===== src/rtl/mult_div.sv =====
// Iterative MIPS-style HI/LO multiply/divide unit: shift-add multiply and restoring divide,
// one bit per cycle, width cycles per operation.
module mult_div #(
    parameter int width = 32
) (
    input  logic             clock,
    input  logic             reset,
    input  logic             start,
    input  logic [1:0]       op,
    input  logic [width-1:0] a,
    input  logic [width-1:0] b,
    input  logic             hi_we,
    input  logic             lo_we,
    input  logic [width-1:0] hi_wdata,
    input  logic [width-1:0] lo_wdata,
    output logic             busy,
    output logic             done,
    output logic             div_by_zero,
    output logic [width-1:0] hi,
    output logic [width-1:0] lo,
    output logic [1:0]       state_dbg
);
    // Handshake: start is accepted on an edge where the unit is IDLE or DONE; while busy is
    // high, start is dropped (never queued); done pulses for one cycle with HI/LO final.
    localparam int CW = (width > 1) ? $clog2(width) : 1;

    typedef enum logic [1:0] {
        IDLE = 2'd0,
        CALC = 2'd1,
        DONE = 2'd2
    } state_t;

    state_t             state, state_n;
    logic [CW-1:0]      cnt;
    logic [1:0]         op_q;
    logic               neg_q, rneg_q, dbz_q;
    logic [width-1:0]   opb;
    logic [2*width-1:0] acc;

    logic               accept, b_zero, a_neg, b_neg, last;
    logic [width-1:0]   a_mag, b_mag;
    logic [width:0]     mul_sum, div_sh;
    logic               div_ge;
    logic [width-1:0]   div_diff, quo, rem, res_hi, res_lo;
    logic [2*width-1:0] mul_step, div_step, step_n, prod;

    assign busy        = (state == CALC);
    assign done        = (state == DONE);
    assign div_by_zero = dbz_q && (state == DONE);
    assign state_dbg   = state;

    always_comb begin
        accept  = start && (state == IDLE || state == DONE);
        b_zero  = (b == '0);
        last    = (cnt == CW'(width - 1));
        state_n = state;
        case (state)
            IDLE, DONE: begin
                if (accept) state_n = (op[1] && b_zero) ? DONE : CALC;
                else        state_n = IDLE;
            end
            CALC:    if (last) state_n = DONE;
            default: state_n = IDLE;
        endcase
    end

    // Operands are reduced to magnitudes; signs are reapplied to the final result.
    always_comb begin
        a_neg = ~op[0] & a[width-1];
        b_neg = ~op[0] & b[width-1];
        a_mag = a_neg ? -a : a;
        b_mag = b_neg ? -b : b;

        mul_sum  = {1'b0, acc[2*width-1:width]} + (acc[0] ? {1'b0, opb} : '0);
        mul_step = {mul_sum, acc[width-1:1]};

        div_sh   = acc[2*width-1:width-1];
        div_ge   = (div_sh >= {1'b0, opb});
        div_diff = div_sh[width-1:0] - opb;
        div_step = div_ge ? {div_diff, acc[width-2:0], 1'b1}
                          : {div_sh[width-1:0], acc[width-2:0], 1'b0};

        step_n = op_q[1] ? div_step : mul_step;
        prod   = neg_q ? -step_n : step_n;
        quo    = neg_q ? -step_n[width-1:0] : step_n[width-1:0];
        rem    = rneg_q ? -step_n[2*width-1:width] : step_n[2*width-1:width];
        res_hi = op_q[1] ? rem : prod[2*width-1:width];
        res_lo = op_q[1] ? quo : prod[width-1:0];
    end

    always_ff @(posedge clock) begin
        if (reset) begin
            state  <= IDLE;
            cnt    <= '0;
            op_q   <= '0;
            neg_q  <= 1'b0;
            rneg_q <= 1'b0;
            dbz_q  <= 1'b0;
            opb    <= '0;
            acc    <= '0;
            hi     <= '0;
            lo     <= '0;
        end else begin
            state <= state_n;
            dbz_q <= 1'b0;
            if (accept) begin
                op_q   <= op;
                neg_q  <= a_neg ^ b_neg;
                rneg_q <= a_neg;
                dbz_q  <= op[1] && b_zero;
                cnt    <= '0;
                // Multiply: opb = multiplicand. Divide: opb = divisor, low half = dividend.
                opb    <= op[1] ? b_mag : a_mag;
                acc    <= {{width{1'b0}}, (op[1] ? a_mag : b_mag)};
            end else if (state == CALC) begin
                acc <= step_n;
                cnt <= cnt + CW'(1);
                if (last) begin
                    hi <= res_hi;
                    lo <= res_lo;
                end
            end else if (state == IDLE) begin
                if (hi_we) hi <= hi_wdata;
                if (lo_we) lo <= lo_wdata;
            end
        end
    end
endmodule


===== config.mk =====
export PLATFORM = sky130hd
export DESIGN_NAME = mult_div
export DESIGN_NICKNAME = d
export VERILOG_FILES = /design/src/rtl/mult_div.sv
export SDC_FILE = /design/constraint.sdc
export NUM_CORES = 1
export LEC_CHECK = 0
export ABC_CLOCK_PERIOD_IN_PS = 12840
export BUFFER_PORTS_ARGS = -buffer_cell sky130_fd_sc_hd__buf_2
export CAP_MARGIN = 40
export CORE_MARGIN = 10
export CORE_UTILIZATION = 65
export DETAILED_ROUTE_END_ITERATION = 8
export PLACE_DENSITY_LB_ADDON = 0.12
export SLEW_MARGIN = 20
export SYNTH_ARGS = -nofsm -noshare
export SYNTH_HDL_FRONTEND = slang
export SYNTH_SLANG_ARGS = --single-unit
export TNS_END_PERCENT = 30

===== constraint.sdc =====
create_clock -name clock -period 12.84 [get_ports clock]
set_clock_uncertainty 0.2 [all_clocks]
set_input_delay 1.284 -clock clock [delete_from_list [all_inputs] [get_ports clock]]
set_output_delay 1.284 -clock clock [all_outputs]
set_load 0.01 [all_outputs]

======== Word-level counts from Yosys, hierarchy flattened ========
Cells that the tools add are included.
Widths: inputs -> output; s select.
word-level totals
  word-level logic and storage cells ...... 70
  output and inout bits ................... 69
  bits of input ports ..................... 135
  register bits after elaboration ......... 172
operators by class
  equality and inequality tests ........... 4
  bitwise operators ....................... 5
  multiplexer cells ....................... 26
  order comparisons ....................... 1
  add/subtract/negate cells ............... 8
  reductions and logical operators ........ 15
operators with widths
  operator             number
  $mux 32              19
  $mux 64              3
  $neg 32->32          4
  $neg 64->64          1
  $add 32x32->33       1
  $ge 33x32->1         1
  $logic_not 32->1     1
  $sub 32x32->32       1
  $reduce_and 4->1     2
  $reduce_bool 2->1    4
  $mux 2               3
  $reduce_or 2->1      3
  $add 5x1->5 const B  1
  $eq 5x5->1 const B   1
  $pmux 2 s2           1
  $logic_and 1x1->1    3
  $and 1x1->1          2
  $eq 2x1->1 const B   1
  $eq 2x2->1 const B   1
  $logic_not 2->1      1
  $ne 2x1->1 const B   1
  $not 1->1            2
  $logic_or 1x1->1     1
  $xor 1x1->1          1

======== Logic depth before layout (Yosys ltp) ========
Gate-level depths: netlist of run 1.
  word-level depth ........................ 8
  mapped depth ............................ 25
  depth with buffers taken out ............ 21

======== Worst setup path before layout of run 1 ========
Ideal clock, no wire load.
  kind .................................... flip-flop to flip-flop
  start point ............................. register opb[24]
  end point ............................... register hi[22]
  slack ................................... 8.234 ns
  required time ........................... 12.524 ns
  buffers on the path ..................... 4
  data arrival time ....................... 4.290 ns
  clock period less this slack ............ 4.606 ns
  setup time .............................. 0.116 ns
  stages on the path, launching flop included .. 25
  cells stage by stage .................... dfxtp_1 > inv_1 > ha_1 > clkbuf_1 > nand2_1 > nor4_1 > a221oi_2 > and3_1 > buf_2 > nand2_1 > buf_2 > buf_2 > nand2_1 > o211ai_1 > o21ai_0 > inv_1 > ha_1 > nor4b_1 > nand3_1 > nor3_1 > o22ai_1 > o21ai_1 > xnor2_1 > a211oi_1 > a31o_2
on the way
  longest elaborated chain between the ends .. 8
  elaborated cells between the ends (all ways) .. 10
  those cells by class .................... add/sub (2); order compare (1); mux (7)
RTL lines
  element                                            line    RTL
  start, declared                                    37      logic [width-1:0] opb;
  start signal, assigned                             113     opb <= op[1] ? b_mag : a_mag;
  $ge 33x32->1 *                                     78      div_ge = (div_sh >= {1'b0, opb});
  $mux 64 *                                          80      div_step = div_ge ? {div_diff, acc[width-2:0], 1'b1}
  $mux 64 *                                          83      step_n = op_q[1] ? div_step : mul_step;
  $neg 64->64 / $neg 32->32 (equally long branches)  84, 86
  $mux 64 / $mux 32 (equally long branches)          84, 86
  $mux 32 *                                          87      res_hi = op_q[1] ? rem : prod[2*width-1:width];
  $mux 32 *                                          118     if (last) begin
  $mux 32 *                                          115     end else if (state == CALC) begin
  end signal, assigned                               119     hi <= res_hi;
  end signal, assigned                               123     if (hi_we) hi <= hi_wdata;
  end, declared                                      19      output logic [width-1:0] hi,
Mark *: on every way between the ends. The rest lies on a longest branch, timed or not. The select of a mux whose other input is x is not followed.
A chain may end at the register's enable or synchronous reset.

======== Worst setup path in the final report of run 1 ========
  start point ............................. register opb[30]
  end point ............................... register hi[20]
The elaborated chain is that of the path after synthesis.

==> run_summary.xml, run 1 <==
<?xml version="1.0" encoding="UTF-8"?>
<metrics>
  <group name="timing">
    <metric name="setup_total_negative_slack" unit="ns">0</metric>
    <metric name="finalSetupViolations" unit="">0</metric>
    <metric name="finalMaxSlewViolations" unit="">0</metric>
    <metric name="max-slew-margin-rel" unit="%">37.96</metric>
    <metric name="least_setup_slack_across_all_paths_after_layout" unit="ns">6.703</metric>
    <metric name="worst_pin_slew" unit="ns">0.9307</metric>
    <metric name="rsz_0062_raised_after_global_routing" unit="">no</metric>
    <metric name="period_share" unit="%">47.80</metric>
    <metric name="finalHoldViolations" unit="">0</metric>
    <metric name="timing.final.crit_period" unit="ns">6.137</metric>
    <metric name="clock.fmax" unit="MHz">162.9</metric>
  </group>
  <group name="setup_path">
    <metric name="crit_required" unit="ns">13.02</metric>
    <metric name="crit_path_start_kind" unit="">flip-flop</metric>
    <metric name="critical_path.max_fanout" unit="">14</metric>
    <metric name="critical_path.endpoint_type" unit="">flip-flop</metric>
    <metric name="timing.setup.critical_path_class" unit="">flip-flop to flip-flop</metric>
    <metric name="data_arrival_critical_path" unit="ns">6.32</metric>
  </group>
  <group name="synthesis">
    <metric name="ys_seq_elements" unit="">171</metric>
    <metric name="synth_area_leader_cell" unit="">sky130_fd_sc_hd__dfxtp_1</metric>
    <metric name="postSynthNetCount" unit="">2450</metric>
    <metric name="synth_edf_count" unit="">0</metric>
    <metric name="synth-async-reset-ratio" unit="%">0</metric>
    <metric name="cell_types_with_the_highest_counts_after_synthesis" unit="">270 x sky130_fd_sc_hd__nand2_1, 250 x sky130_fd_sc_hd__nor2_1, 235 x sky130_fd_sc_hd__a21oi_1</metric>
    <metric name="synth_seq_area_share" unit="%">21.59</metric>
    <metric name="post_synth_inst_count" unit="">2243</metric>
    <metric name="ys.flop_type" unit="">sky130_fd_sc_hd__dfxtp_1</metric>
    <metric name="yosys.cell_count.top_type" unit="">sky130_fd_sc_hd__nand2_1</metric>
    <metric name="synth_top_area_share" unit="%">21.59</metric>
    <metric name="synth.avg_cell_area" unit="µm²">7.069</metric>
    <metric name="mappedNetlistArea" unit="µm²">15860</metric>
    <metric name="synthTopCellsByArea" unit="">sky130_fd_sc_hd__dfxtp_1 22%, sky130_fd_sc_hd__a21oi_1 7.4%, sky130_fd_sc_hd__nand2_1 6.4%</metric>
    <metric name="yosysWarningCount" unit="">0</metric>
    <metric name="post_synth_num_cell_types" unit="">103</metric>
  </group>
  <group name="final_layout">
    <metric name="layoutNonFillerInstCount" unit="">2689</metric>
    <metric name="syn2layout_area_growth" unit="%">11.44</metric>
    <metric name="multi_input_comb_area" unit="µm²">11600</metric>
    <metric name="diodes" unit="">0</metric>
    <metric name="regArea" unit="µm²">3427</metric>
    <metric name="nets" unit="">2559</metric>
    <metric name="drive_gt1_share" unit="%">13.95</metric>
    <metric name="final.fill_count" unit="">1928</metric>
  </group>
  <group name="route">
    <metric name="route.met3.wl" unit="µm">6882</metric>
    <metric name="vias_per_cell" unit="">6.874</metric>
    <metric name="met2_wirelength" unit="µm">27670</metric>
    <metric name="met1_length" unit="µm">22840</metric>
    <metric name="drt_first_pass_iters" unit="">6</metric>
    <metric name="drtAntennaViolNets" unit="">0</metric>
    <metric name="detail_route.drc_violations" unit="">0</metric>
    <metric name="postRouteWirelength" unit="µm">61940</metric>
    <metric name="wl_cell" unit="µm">23.04</metric>
    <metric name="via_count" unit="">18484</metric>
    <metric name="drt_iter0_markers" unit="">2800</metric>
    <metric name="route.top_layer_used" unit="">met5</metric>
  </group>
  <group name="floorplan">
    <metric name="fp.dieArea" unit="µm²">31040</metric>
    <metric name="core_area" unit="µm²">24180</metric>
    <metric name="vertical_extent_of_the_die" unit="µm">176.2</metric>
    <metric name="floorplan.initialDensity" unit="%">65.59</metric>
    <metric name="rows" unit="">57</metric>
    <metric name="ios" unit="">204</metric>
    <metric name="die_x" unit="µm">176.2</metric>
  </group>
  <group name="power">
    <metric name="peakVddDrop" unit="µV">84.04</metric>
    <metric name="totalPowerFinal" unit="mW">1.964</metric>
    <metric name="static-leakage-power" unit="nW">7.117</metric>
    <metric name="power.density_cell_area" unit="nW/µm²">111.1</metric>
  </group>
  <group name="clock_tree">
    <metric name="worstSkewPairLatency" unit="ns">0.46</metric>
    <metric name="cts_resized" unit="">0</metric>
    <metric name="post_cts_buffers" unit="">0</metric>
    <metric name="numCtsBuffers" unit="">17</metric>
    <metric name="tritoncts" unit="">built</metric>
    <metric name="cts-root-to-sink-buffers" unit="">2</metric>
    <metric name="holdBufCountCts" unit="">0</metric>
    <metric name="clk_pin_slew" unit="ns">0.09</metric>
    <metric name="clock-root-buffer" unit="">sky130_fd_sc_hd__clkbuf_16</metric>
    <metric name="htree_num_levels" unit="">4</metric>
    <metric name="cts.sink_count" unit="">171</metric>
  </group>
  <group name="grt">
    <metric name="antenna_found_initial" unit="">1</metric>
    <metric name="grt_start_max_net_pins" unit="">88</metric>
    <metric name="grt_pass1_vias" unit="">17523</metric>
    <metric name="remaining_overflow_grt" unit="">0</metric>
    <metric name="grt_pass1_wl" unit="µm">95310</metric>
    <metric name="overall_global_routing_resource_usage" unit="%">37.79</metric>
  </group>
  <group name="flow_run">
    <metric name="timing.max_cap.violations" unit="">0</metric>
  </group>
  <group name="outcome">
    <metric name="outcome" unit="">completed</metric>
  </group>
  <group name="hold_path">
    <metric name="worst_hold_path_type" unit="">flip-flop to flip-flop</metric>
  </group>
  <group name="placement">
    <metric name="placedCellCount" unit="">2653</metric>
    <metric name="hpwlAfterDp" unit="µm">45990</metric>
    <metric name="place_ws" unit="ns">7.005</metric>
    <metric name="finalWeightedCongestion" unit="">1.058</metric>
    <metric name="placement.io_buffers" unit="">203</metric>
  </group>
</metrics>
[through the flow]
stage	utilization (%)	hold WS [ns]	cell area, µm²
6_report	73.09	0.2635	17670
5_1_grt	73.09	0.2794	17670
4_1_cts	72.77	0.2644	17590
3_5_place_dp	70.15	0.2531	16960
3_3_place_gp	69.81	0.2378	16880
2_1_floorplan	-	0.2403	15860
[cell type report]
type	instances	area share, %
Clock buffer	17	2.407
Clock inverter	15	1.168
Inverter	64	1.374
Multi-Input combinational cell	1860	65.62
Sequential cell	171	19.39
Tap cell	324	2.294
Timing Repair Buffer	238	7.739
[per-layer routing]
layer  up-vias  GRT usage [%]
met5         -              0
met4         2          24.87
met3       328          8.928
met2      1279          59.50
met1      8505          45.30
li1       8370              -
[registers in the layout, indices dropped and copies added (netlist names)]
signal     cells
state_dbg      2
op_q           1
acc           64
hi            32
lo            32
dbz_q          1
neg_q          1
rneg_q         1
cnt            5
opb           32
[power breakdown]
part           switching (mW)  internal, mW
sequential             0.0401         0.567
combinational           0.518         0.273
clock                   0.294         0.272
[layout by cell type (no fill, tap or decap), types with 66 or more instances in the layout]
cell type / n
sky130_fd_sc_hd__a21oi_1: 233
sky130_fd_sc_hd__buf_2: 204
sky130_fd_sc_hd__dfxtp_1: 170
sky130_fd_sc_hd__ha_1: 70
sky130_fd_sc_hd__nand2_1: 269
sky130_fd_sc_hd__nor2_1: 249
sky130_fd_sc_hd__o211ai_1: 91
sky130_fd_sc_hd__o21ai_0: 153
sky130_fd_sc_hd__xnor2_1: 91
sky130_fd_sc_hd__xor2_1: 66
[final timing paths]
| path | from | to | slack [ns] | cells after the start |
|---|---|---|---|---|
| setup / recovery | opb[30]$_SDFFE_PP0P_ | hi[20]$_SDFFE_PP0P_ | 6.70 | 21 |
| hold / removal | opb[27]$_SDFFE_PP0P_ | opb[27]$_SDFFE_PP0P_ | 0.26 | 2 |
| setup reg to reg | opb[30]$_SDFFE_PP0P_ | hi[20]$_SDFFE_PP0P_ | 6.70 | 21 |
| hold reg to reg | opb[27]$_SDFFE_PP0P_ | opb[27]$_SDFFE_PP0P_ | 0.26 | 2 |
[kinds of logic (layout without fill, tap and decap cells)]
group	Yosys count	count (layout)	share of synthesized area (%)
AO/OA/AOI/OAI	757	757	30.54
XOR/XNOR	157	157	8.672
adder cells (fa/ha/maj)	72	72	5.776
buffers and inverters	212	334	5.468
flip-flops	171	171	21.59
multiplexers	51	51	3.330
AND/OR/NAND/NOR	823	823	24.63
[worst max-delay path: stages (launching register included)]
cell                        delay [ns]
sky130_fd_sc_hd__dfxtp_1          0.37
sky130_fd_sc_hd__inv_1            0.06
sky130_fd_sc_hd__ha_1             0.35
sky130_fd_sc_hd__a21o_1           0.19
sky130_fd_sc_hd__a211oi_1         0.46
sky130_fd_sc_hd__o21a_1           0.23
sky130_fd_sc_hd__and3_1           0.61
sky130_fd_sc_hd__a31oi_1          0.34
sky130_fd_sc_hd__inv_1            0.28
sky130_fd_sc_hd__ha_1             0.23
sky130_fd_sc_hd__o2111ai_1        0.17
sky130_fd_sc_hd__nor3_1           0.30
sky130_fd_sc_hd__nor4b_1          0.46
sky130_fd_sc_hd__and2_1           0.41
sky130_fd_sc_hd__nand2_1          0.24
sky130_fd_sc_hd__nand3_1          0.21
sky130_fd_sc_hd__nand3_1          0.14
sky130_fd_sc_hd__o21ai_0          0.12
sky130_fd_sc_hd__a41oi_1          0.21
sky130_fd_sc_hd__xnor2_1          0.20
sky130_fd_sc_hd__nand3_1          0.09
sky130_fd_sc_hd__a31oi_1          0.19
(Power assumes the default switching activity.)
==> run 2, diff against run 1 <==
- ABC_CLOCK_PERIOD_IN_PS: 12840 -> 6400
- CORE_UTILIZATION: 65 -> 60
- clock period: 12.84 -> 6.4 ns (I/O delays scaled with it)
==> run 2 against run 1 <==
Net effect:
- power grew 99%
- combinational power grew 99%
- cell count grew 0.63%
- die area grew 7.4%
- register-to-register slack lost 6.1 ns
- critical path type unchanged
- critical endpoint unchanged
- largest power group unchanged
==> run_summary.xml, run 2 (same netlist as run 1, synthesis figures left out) <==
<?xml version="1.0" encoding="UTF-8"?>
<metrics>
  <group name="outcome">
    <metric name="outcome" unit="">completed</metric>
  </group>
  <group name="placement">
    <metric name="placedCellCount" unit="">2671</metric>
    <metric name="hpwlAfterDp" unit="µm">46600</metric>
    <metric name="placement.io_buffers" unit="">203</metric>
    <metric name="finalWeightedCongestion" unit="">1.080</metric>
  </group>
  <group name="setup_path">
    <metric name="timing.setup.critical_path_class" unit="">flip-flop to flip-flop</metric>
    <metric name="timing.critical_path.to" unit="">hi[20]$_SDFFE_PP0P_</metric>
    <metric name="timing.rr.end" unit="">hi[20]$_SDFFE_PP0P_</metric>
    <metric name="data_arrival_critical_path" unit="ns">6.02</metric>
    <metric name="cp-startpoint" unit="">acc[38]$_SDFFE_PP0P_</metric>
    <metric name="slowest_stage" unit="">sky130_fd_sc_hd__nor3_1</metric>
    <metric name="worst_reg_to_reg_setup_slack" unit="ns">0.57</metric>
    <metric name="crit_required" unit="ns">6.59</metric>
    <metric name="critical_path.max_fanout" unit="">8</metric>
    <metric name="worst_path_most_repeated_cell" unit="">sky130_fd_sc_hd__nand3_1</metric>
    <metric name="worst_reg2reg_path_startpoint" unit="">acc[38]$_SDFFE_PP0P_</metric>
    <metric name="critical_path.endpoint_type" unit="">flip-flop</metric>
    <metric name="rr_worst_depth" unit="">20</metric>
    <metric name="cp_cell_sequence" unit="">ha_1 &gt; nand2_1 &gt; nor3_1 &gt; nand4_1 &gt; and3_1 &gt; a31oi_1 &gt; inv_1 &gt; ha_1 &gt; o2111ai_1 &gt; nor3_1 &gt; nor4b_1 &gt; and2_1 &gt; nand2_1 &gt; nand3_1 &gt; nand3_1 &gt; o21ai_0 &gt; a41oi_1 &gt; xnor2_1 &gt; nand3_1 &gt; a31oi_1</metric>
    <metric name="timing.critical_path.slowest_cell_delay" unit="ns">0.64</metric>
    <metric name="crit_path_start_kind" unit="">flip-flop</metric>
  </group>
  <group name="floorplan">
    <metric name="fp.dieArea" unit="µm²">33330</metric>
    <metric name="ios" unit="">204</metric>
    <metric name="core_area" unit="µm²">26060</metric>
    <metric name="vertical_extent_of_the_die" unit="µm">182.6</metric>
    <metric name="rows" unit="">59</metric>
    <metric name="floorplan.initialDensity" unit="%">60.85</metric>
    <metric name="die_x" unit="µm">182.6</metric>
  </group>
  <group name="final_layout">
    <metric name="nets" unit="">2565</metric>
    <metric name="layoutNonFillerInstCount" unit="">2706</metric>
    <metric name="most-common-layout-cells" unit="">270 x sky130_fd_sc_hd__nand2_1, 249 x sky130_fd_sc_hd__nor2_1, 233 x sky130_fd_sc_hd__a21oi_1, 202 x sky130_fd_sc_hd__buf_2, 170 x sky130_fd_sc_hd__dfxtp_1</metric>
    <metric name="max_reg_flops" unit="">64</metric>
    <metric name="diodes" unit="">0</metric>
    <metric name="syn2layout_area_growth" unit="%">11.29</metric>
    <metric name="layout.cells.most_common" unit="">sky130_fd_sc_hd__nand2_1</metric>
    <metric name="drive_gt1_share" unit="%">14.13</metric>
    <metric name="top_register" unit="">acc</metric>
  </group>
  <group name="clock_tree">
    <metric name="clock-root-buffer" unit="">sky130_fd_sc_hd__clkbuf_16</metric>
    <metric name="worstSkewPairLatency" unit="ns">0.46</metric>
    <metric name="tritoncts" unit="">built</metric>
    <metric name="cts-root-to-sink-buffers" unit="">2</metric>
    <metric name="holdBufCountCts" unit="">0</metric>
    <metric name="cts_resized" unit="">0</metric>
    <metric name="cts.sink_count" unit="">171</metric>
    <metric name="numCtsBuffers" unit="">17</metric>
    <metric name="clk_pin_slew" unit="ns">0.09</metric>
    <metric name="htree_num_levels" unit="">4</metric>
    <metric name="post_cts_buffers" unit="">0</metric>
  </group>
  <group name="grt">
    <metric name="overall_global_routing_resource_usage" unit="%">34.42</metric>
    <metric name="remaining_overflow_grt" unit="">0</metric>
    <metric name="grt_start_max_net_pins" unit="">81</metric>
    <metric name="grt_pass1_vias" unit="">17023</metric>
    <metric name="grt_pass1_wl" unit="µm">93020</metric>
    <metric name="antenna_found_initial" unit="">0</metric>
  </group>
  <group name="timing">
    <metric name="period_share" unit="%">91.14</metric>
    <metric name="worst_pin_slew" unit="ns">0.9988</metric>
    <metric name="rsz_0062_raised_after_global_routing" unit="">no</metric>
    <metric name="finalMaxSlewViolations" unit="">0</metric>
    <metric name="max-slew-margin-rel" unit="%">32.57</metric>
    <metric name="finalSetupViolations" unit="">0</metric>
    <metric name="clock.fmax" unit="MHz">171.4</metric>
    <metric name="finalHoldViolations" unit="">0</metric>
    <metric name="setup_total_negative_slack" unit="ns">0</metric>
    <metric name="timing.final.crit_period" unit="ns">5.833</metric>
  </group>
  <group name="power">
    <metric name="peakVddDrop" unit="µV">174.3</metric>
    <metric name="seq_power_share" unit="%">31.4</metric>
    <metric name="power.density_cell_area" unit="nW/µm²">221.1</metric>
    <metric name="power.switching_fraction" unit="%">43.05</metric>
    <metric name="share_comb_of_total_power" unit="%">40.2</metric>
    <metric name="p_clk_share" unit="%">28.4</metric>
    <metric name="p_int" unit="mW">2.222</metric>
    <metric name="netSwitchingPower" unit="mW">1.679</metric>
    <metric name="static-leakage-power" unit="nW">7.110</metric>
    <metric name="totalPowerFinal" unit="mW">3.901</metric>
  </group>
  <group name="route">
    <metric name="wl_cell" unit="µm">22.33</metric>
    <metric name="via_count" unit="">17977</metric>
    <metric name="drt_iter0_markers" unit="">2205</metric>
    <metric name="vias_per_cell" unit="">6.643</metric>
    <metric name="detail_route.drc_violations" unit="">0</metric>
    <metric name="drtAntennaViolNets" unit="">0</metric>
    <metric name="drt_first_pass_iters" unit="">6</metric>
    <metric name="postRouteWirelength" unit="µm">60420</metric>
  </group>
  <group name="flow_run">
    <metric name="timing.max_cap.violations" unit="">0</metric>
  </group>
  <group name="hold_path">
    <metric name="worst_hold_path_type" unit="">primary input to flip-flop</metric>
  </group>
</metrics>
## run 2: metal layers
layer | vias to the layer above | track usage (%) | share of wire [%]
li1 | 8390 | - | -
met1 | 8409 | 40.87 | 39
met2 | 965 | 55.70 | 46
met3 | 213 | 6.805 | 8.5
met4 | 0 | 22.03 | 6.5
met5 | - | 0 | 0
## run 2: worst min-delay path by stage
stage | end | startpoint | slack (ns) | cells after the start
final | hi[25]$_SDFFE_PP0P_ | hi_wdata[25] | 0.24 | 3
after global routing | hi[25]$_SDFFE_PP0P_ | hi_wdata[25] | 0.24 | 3
after CTS | hi[17]$_SDFFE_PP0P_ | hi_wdata[17] | 0.23 | 3
after detailed placement | hi[6]$_SDFFE_PP0P_ | hi[6]$_SDFFE_PP0P_ | 0.25 | 2
after global placement | hi[1]$_SDFFE_PP0P_ | hi[1]$_SDFFE_PP0P_ | 0.24 | 2
after floorplan | opb[2]$_SDFFE_PP0P_ | opb[2]$_SDFFE_PP0P_ | 0.24 | 2
## run 2: through the flow
stage / setup slack [ns] / utilization [%] / hold slack (ns) / cell area, µm²
floorplan: 1.794 / - / 0.2403 / 15860
global placement: 0.9215 / 65.16 / 0.2368 / 16980
detailed placement: 0.8631 / 65.23 / 0.2451 / 17000
CTS: 0.8477 / 67.58 / 0.2313 / 17610
global route: 0.2167 / 67.72 / 0.2416 / 17650
finish: 0.5672 / 67.72 / 0.2367 / 17650
## run 2: critical path, delay by kind of cell, from the launching register on
| kind | cells | cell delay [ns] |
|---|---|---|
| XOR/XNOR | 1 | 0.21 |
| flip-flops | 1 | 0.39 |
| AND/OR/NAND/NOR | 11 | 2.88 |
| adder cells (fa/ha/maj) | 2 | 0.68 |
| buffers and inverters | 1 | 0.20 |
| AO/OA/AOI/OAI | 5 | 1.20 |
## run 2: power by group through the flow
| stage | combinational (mW) | sequential [mW] | clock [mW] |
|---|---|---|---|
| after floorplan | 1.04 | 1.22 | 0 |
| after global placement | 1.49 | 1.24 | 0 |
| after detailed placement | 1.51 | 1.24 | 0 |
| after CTS | 1.52 | 1.22 | 1.11 |
| after global routing | 1.68 | 1.23 | 1.15 |
| final | 1.57 | 1.22 | 1.11 |
## run 2: cell type report
class / count / area, µm²
inverter: 64 / 242.7
clock buffer: 17 / 425.4
tap: 335 / 419.2
sequential: 171 / 3427
clock inverter: 15 / 185.2
timing repair buffer: 244 / 1354
fill: 2313 / 8412
multi-input combinational: 1860 / 11590
==> run 3, diff against run 2 <==
--- a/config.mk
+++ b/config.mk
@@ -13,3 +13,5 @@
 export DETAILED_ROUTE_END_ITERATION = 8
+export GPL_TIMING_DRIVEN = 0
 export PLACE_DENSITY_LB_ADDON = 0.12
+export REMOVE_ABC_BUFFERS = 1
 export SLEW_MARGIN = 20
--- a/constraint.sdc
+++ b/constraint.sdc
@@ -4,2 +4,2 @@
 set_output_delay 0.64 -clock clock [all_outputs]
-set_load 0.01 [all_outputs]
+set_load 0.02 [all_outputs]
==> run 3 against run 2 <==
Net effect:
- global-route usage down 0.84 points
- cell area up 1.4%
- cell count down 0.18%
- clock power about the same
- sequential cell count unchanged
- hold slack better by 0.0036 ns
- power down 0.25%
- largest cell class unchanged
==> run_summary.xml, run 3 (same netlist as run 1, synthesis figures left out) <==
<?xml version="1.0" encoding="UTF-8"?>
<metrics>
  <group name="timing">
    <metric name="finalHoldViolations" unit="">0</metric>
    <metric name="finalSetupViolations" unit="">0</metric>
    <metric name="period_share" unit="%">94.13</metric>
    <metric name="max-slew-margin-rel" unit="%">40.34</metric>
    <metric name="least_setup_slack_across_all_paths_after_layout" unit="ns">0.3758</metric>
    <metric name="finalMaxSlewViolations" unit="">0</metric>
    <metric name="timing.final.crit_period" unit="ns">6.024</metric>
    <metric name="setup_total_negative_slack" unit="ns">0</metric>
    <metric name="final.hold.worst_slack" unit="ns">0.2403</metric>
    <metric name="clock.fmax" unit="MHz">166.0</metric>
    <metric name="worst_pin_slew" unit="ns">0.8950</metric>
    <metric name="rsz_0062_raised_after_global_routing" unit="">no</metric>
  </group>
  <group name="setup_path">
    <metric name="data_arrival_critical_path" unit="ns">6.16</metric>
    <metric name="rr_worst_depth" unit="">16</metric>
    <metric name="crit_path_start_kind" unit="">flip-flop</metric>
    <metric name="kind_of_cell_with_the_highest_combined_delay_on_the_critical_path" unit="">compound AO/OA/AOI/OAI gates</metric>
    <metric name="critPathBufInv" unit="">1</metric>
    <metric name="critical_path.max_fanout" unit="">18</metric>
    <metric name="timing.critical_path.slowest_cell_delay" unit="ns">0.81</metric>
    <metric name="worst_reg2reg_path_startpoint" unit="">acc[0]$_SDFFE_PP0P_</metric>
    <metric name="cp_cell_sequence" unit="">buf_8 &gt; and2_1 &gt; ha_1 &gt; a21oi_1 &gt; nor3_1 &gt; or3_1 &gt; o41ai_1 &gt; nor3_1 &gt; o41ai_1 &gt; mux2i_1 &gt; and4b_1 &gt; nand4_1 &gt; a211o_1 &gt; a22oi_2 &gt; nor3_1 &gt; a211o_1</metric>
    <metric name="timing.rr.end" unit="">hi[31]$_SDFFE_PP0P_</metric>
    <metric name="critical_path.endpoint_type" unit="">flip-flop</metric>
    <metric name="slowest_stage" unit="">sky130_fd_sc_hd__dfxtp_1</metric>
    <metric name="crit_required" unit="ns">6.54</metric>
    <metric name="worst_path_most_repeated_cell" unit="">sky130_fd_sc_hd__nor3_1</metric>
    <metric name="timing.setup.critical_path_class" unit="">flip-flop to flip-flop</metric>
    <metric name="worst_reg_to_reg_setup_slack" unit="ns">0.38</metric>
  </group>
  <group name="final_layout">
    <metric name="top_register" unit="">acc</metric>
    <metric name="drive_gt1_share" unit="%">14.04</metric>
    <metric name="syn2layout_area_growth" unit="%">12.84</metric>
    <metric name="layout.cells.most_common" unit="">sky130_fd_sc_hd__nand2_1</metric>
    <metric name="nets" unit="">2558</metric>
    <metric name="most-common-layout-cells" unit="">269 x sky130_fd_sc_hd__nand2_1, 249 x sky130_fd_sc_hd__nor2_1, 233 x sky130_fd_sc_hd__a21oi_1, 206 x sky130_fd_sc_hd__buf_2, 169 x sky130_fd_sc_hd__dfxtp_1</metric>
    <metric name="max_reg_flops" unit="">64</metric>
    <metric name="util_after_layout" unit="%">68.66</metric>
  </group>
  <group name="clock_tree">
    <metric name="htree_num_levels" unit="">4</metric>
    <metric name="worstSkewPairLatency" unit="ns">0.46</metric>
    <metric name="clock-root-buffer" unit="">sky130_fd_sc_hd__clkbuf_16</metric>
    <metric name="clk_pin_slew" unit="ns">0.09</metric>
    <metric name="cts.sink_count" unit="">171</metric>
    <metric name="numCtsBuffers" unit="">17</metric>
    <metric name="cts-root-to-sink-buffers" unit="">2</metric>
    <metric name="tritoncts" unit="">built</metric>
  </group>
  <group name="power">
    <metric name="peakVddDrop" unit="µV">180.5</metric>
    <metric name="static-leakage-power" unit="nW">7.173</metric>
    <metric name="power.density_cell_area" unit="nW/µm²">217.5</metric>
  </group>
  <group name="route">
    <metric name="wl_cell" unit="µm">21.64</metric>
    <metric name="drt_iter0_markers" unit="">2161</metric>
    <metric name="postRouteWirelength" unit="µm">58450</metric>
    <metric name="drt_first_pass_iters" unit="">6</metric>
    <metric name="drtAntennaViolNets" unit="">0</metric>
    <metric name="detail_route.drc_violations" unit="">0</metric>
    <metric name="via_count" unit="">17767</metric>
    <metric name="vias_per_cell" unit="">6.578</metric>
  </group>
  <group name="placement">
    <metric name="placement.io_buffers" unit="">203</metric>
    <metric name="finalWeightedCongestion" unit="">0.9811</metric>
    <metric name="place_ws" unit="ns">0.2212</metric>
    <metric name="hpwlAfterDp" unit="µm">44920</metric>
  </group>
  <group name="flow_run">
    <metric name="timing.max_cap.violations" unit="">0</metric>
  </group>
  <group name="floorplan">
    <metric name="core_area" unit="µm²">26060</metric>
    <metric name="fp.dieArea" unit="µm²">33330</metric>
    <metric name="rows" unit="">59</metric>
    <metric name="die_x" unit="µm">182.6</metric>
    <metric name="vertical_extent_of_the_die" unit="µm">182.6</metric>
    <metric name="floorplan.initialDensity" unit="%">60.85</metric>
    <metric name="ios" unit="">204</metric>
  </group>
  <group name="hold_path">
    <metric name="worstHoldStart" unit="">lo_wdata[20]</metric>
    <metric name="min_delay_worst_endpoint" unit="">lo[20]$_SDFFE_PP0P_</metric>
    <metric name="min_path_cells" unit="">3</metric>
    <metric name="worst_hold_path_type" unit="">primary input to flip-flop</metric>
  </group>
  <group name="outcome">
    <metric name="outcome" unit="">completed</metric>
  </group>
  <group name="grt">
    <metric name="antenna_found_initial" unit="">2</metric>
    <metric name="remaining_overflow_grt" unit="">0</metric>
    <metric name="grt_pass1_wl" unit="µm">91460</metric>
    <metric name="overall_global_routing_resource_usage" unit="%">33.57</metric>
    <metric name="grt_start_max_net_pins" unit="">110</metric>
    <metric name="grt_pass1_vias" unit="">16987</metric>
  </group>
</metrics>
==> run 3: power breakdown <==
| part | total (mW) | internal (mW) | switching, mW |
|---|---|---|---|
| Combinational | 1.56 | 0.569 | 0.994 |
| Clock | 1.10 | 0.541 | 0.559 |
| Sequential | 1.23 | 1.14 | 0.0896 |
| Total | 3.89 | 2.25 | 1.64 |
==> run 3: how the worst max path moves through the flow <==
stage | from | endpoint | slack [ns] | cells after the start
after floorplan | op_q[1]$_SDFFE_PP0P_ | hi[19]$_SDFFE_PP0P_ | -0.68 | 13
final | acc[0]$_SDFFE_PP0P_ | hi[31]$_SDFFE_PP0P_ | 0.38 | 16
after CTS | opb[20]$_SDFFE_PP0P_ | hi[20]$_SDFFE_PP0P_ | 0.22 | 21
after detailed placement | opb[20]$_SDFFE_PP0P_ | hi[20]$_SDFFE_PP0P_ | 0.22 | 21
after global placement | op_q[1]$_SDFFE_PP0P_ | hi[19]$_SDFFE_PP0P_ | -3.99 | 13
after global routing | opb[20]$_SDFFE_PP0P_ | hi[20]$_SDFFE_PP0P_ | 0.09 | 21
==> run 3: metrics by stage <==
step | cells | area [µm²] | total power [mW]
after floorplan | 2095 | 15230 | 2.240
after global placement | 2633 | 16660 | 2.687
after detailed placement | 2661 | 17210 | 2.755
after CTS | 2693 | 17820 | 3.844
after global routing | 2701 | 17890 | 4.064
final | 2701 | 17890 | 3.891
==> run 3: final cells by class <==
| type | instances | area, µm² |
|---|---|---|
| Multi-Input combinational cell | 1860 | 11640 |
| Fill cell | 2275 | 8167 |
| Sequential cell | 171 | 3428 |
| Timing Repair Buffer | 237 | 1549 |
| Clock buffer | 18 | 439.2 |
| Tap cell | 335 | 419.2 |
| Inverter | 64 | 245.2 |
| Clock inverter | 14 | 170.2 |
| Antenna cell | 2 | 5.005 |
==> run 3: tightest hold or removal path, delay by kind of cell <==
kind,cells,cell delay (ns)
buffers and inverters,1,0.10
AO/OA/AOI/OAI,1,0.08
AND/OR/NAND/NOR,1,0.05
==> run 3: what timing repair did <==
action                                  CTS  global route
gates resized for setup                   0             3
hold buffers                              0             0
endpoints found under the hold margin     0             0
endpoints found under the setup margin    0            14
buffers inserted                          0             4
==> run 3: metal layers <==
metal / track usage [%] / part of all wire [%] / vias to the layer above / wire (µm)
li1: - / - / 8379 / -
met4: 20.11 / 6.1 / 0 / 3589
met3: 6.924 / 9.5 / 197 / 5582
met5: 0 / 0 / - / 0
met1: 40.64 / 39 / 8209 / 22730
met2: 53.81 / 45 / 982 / 26550
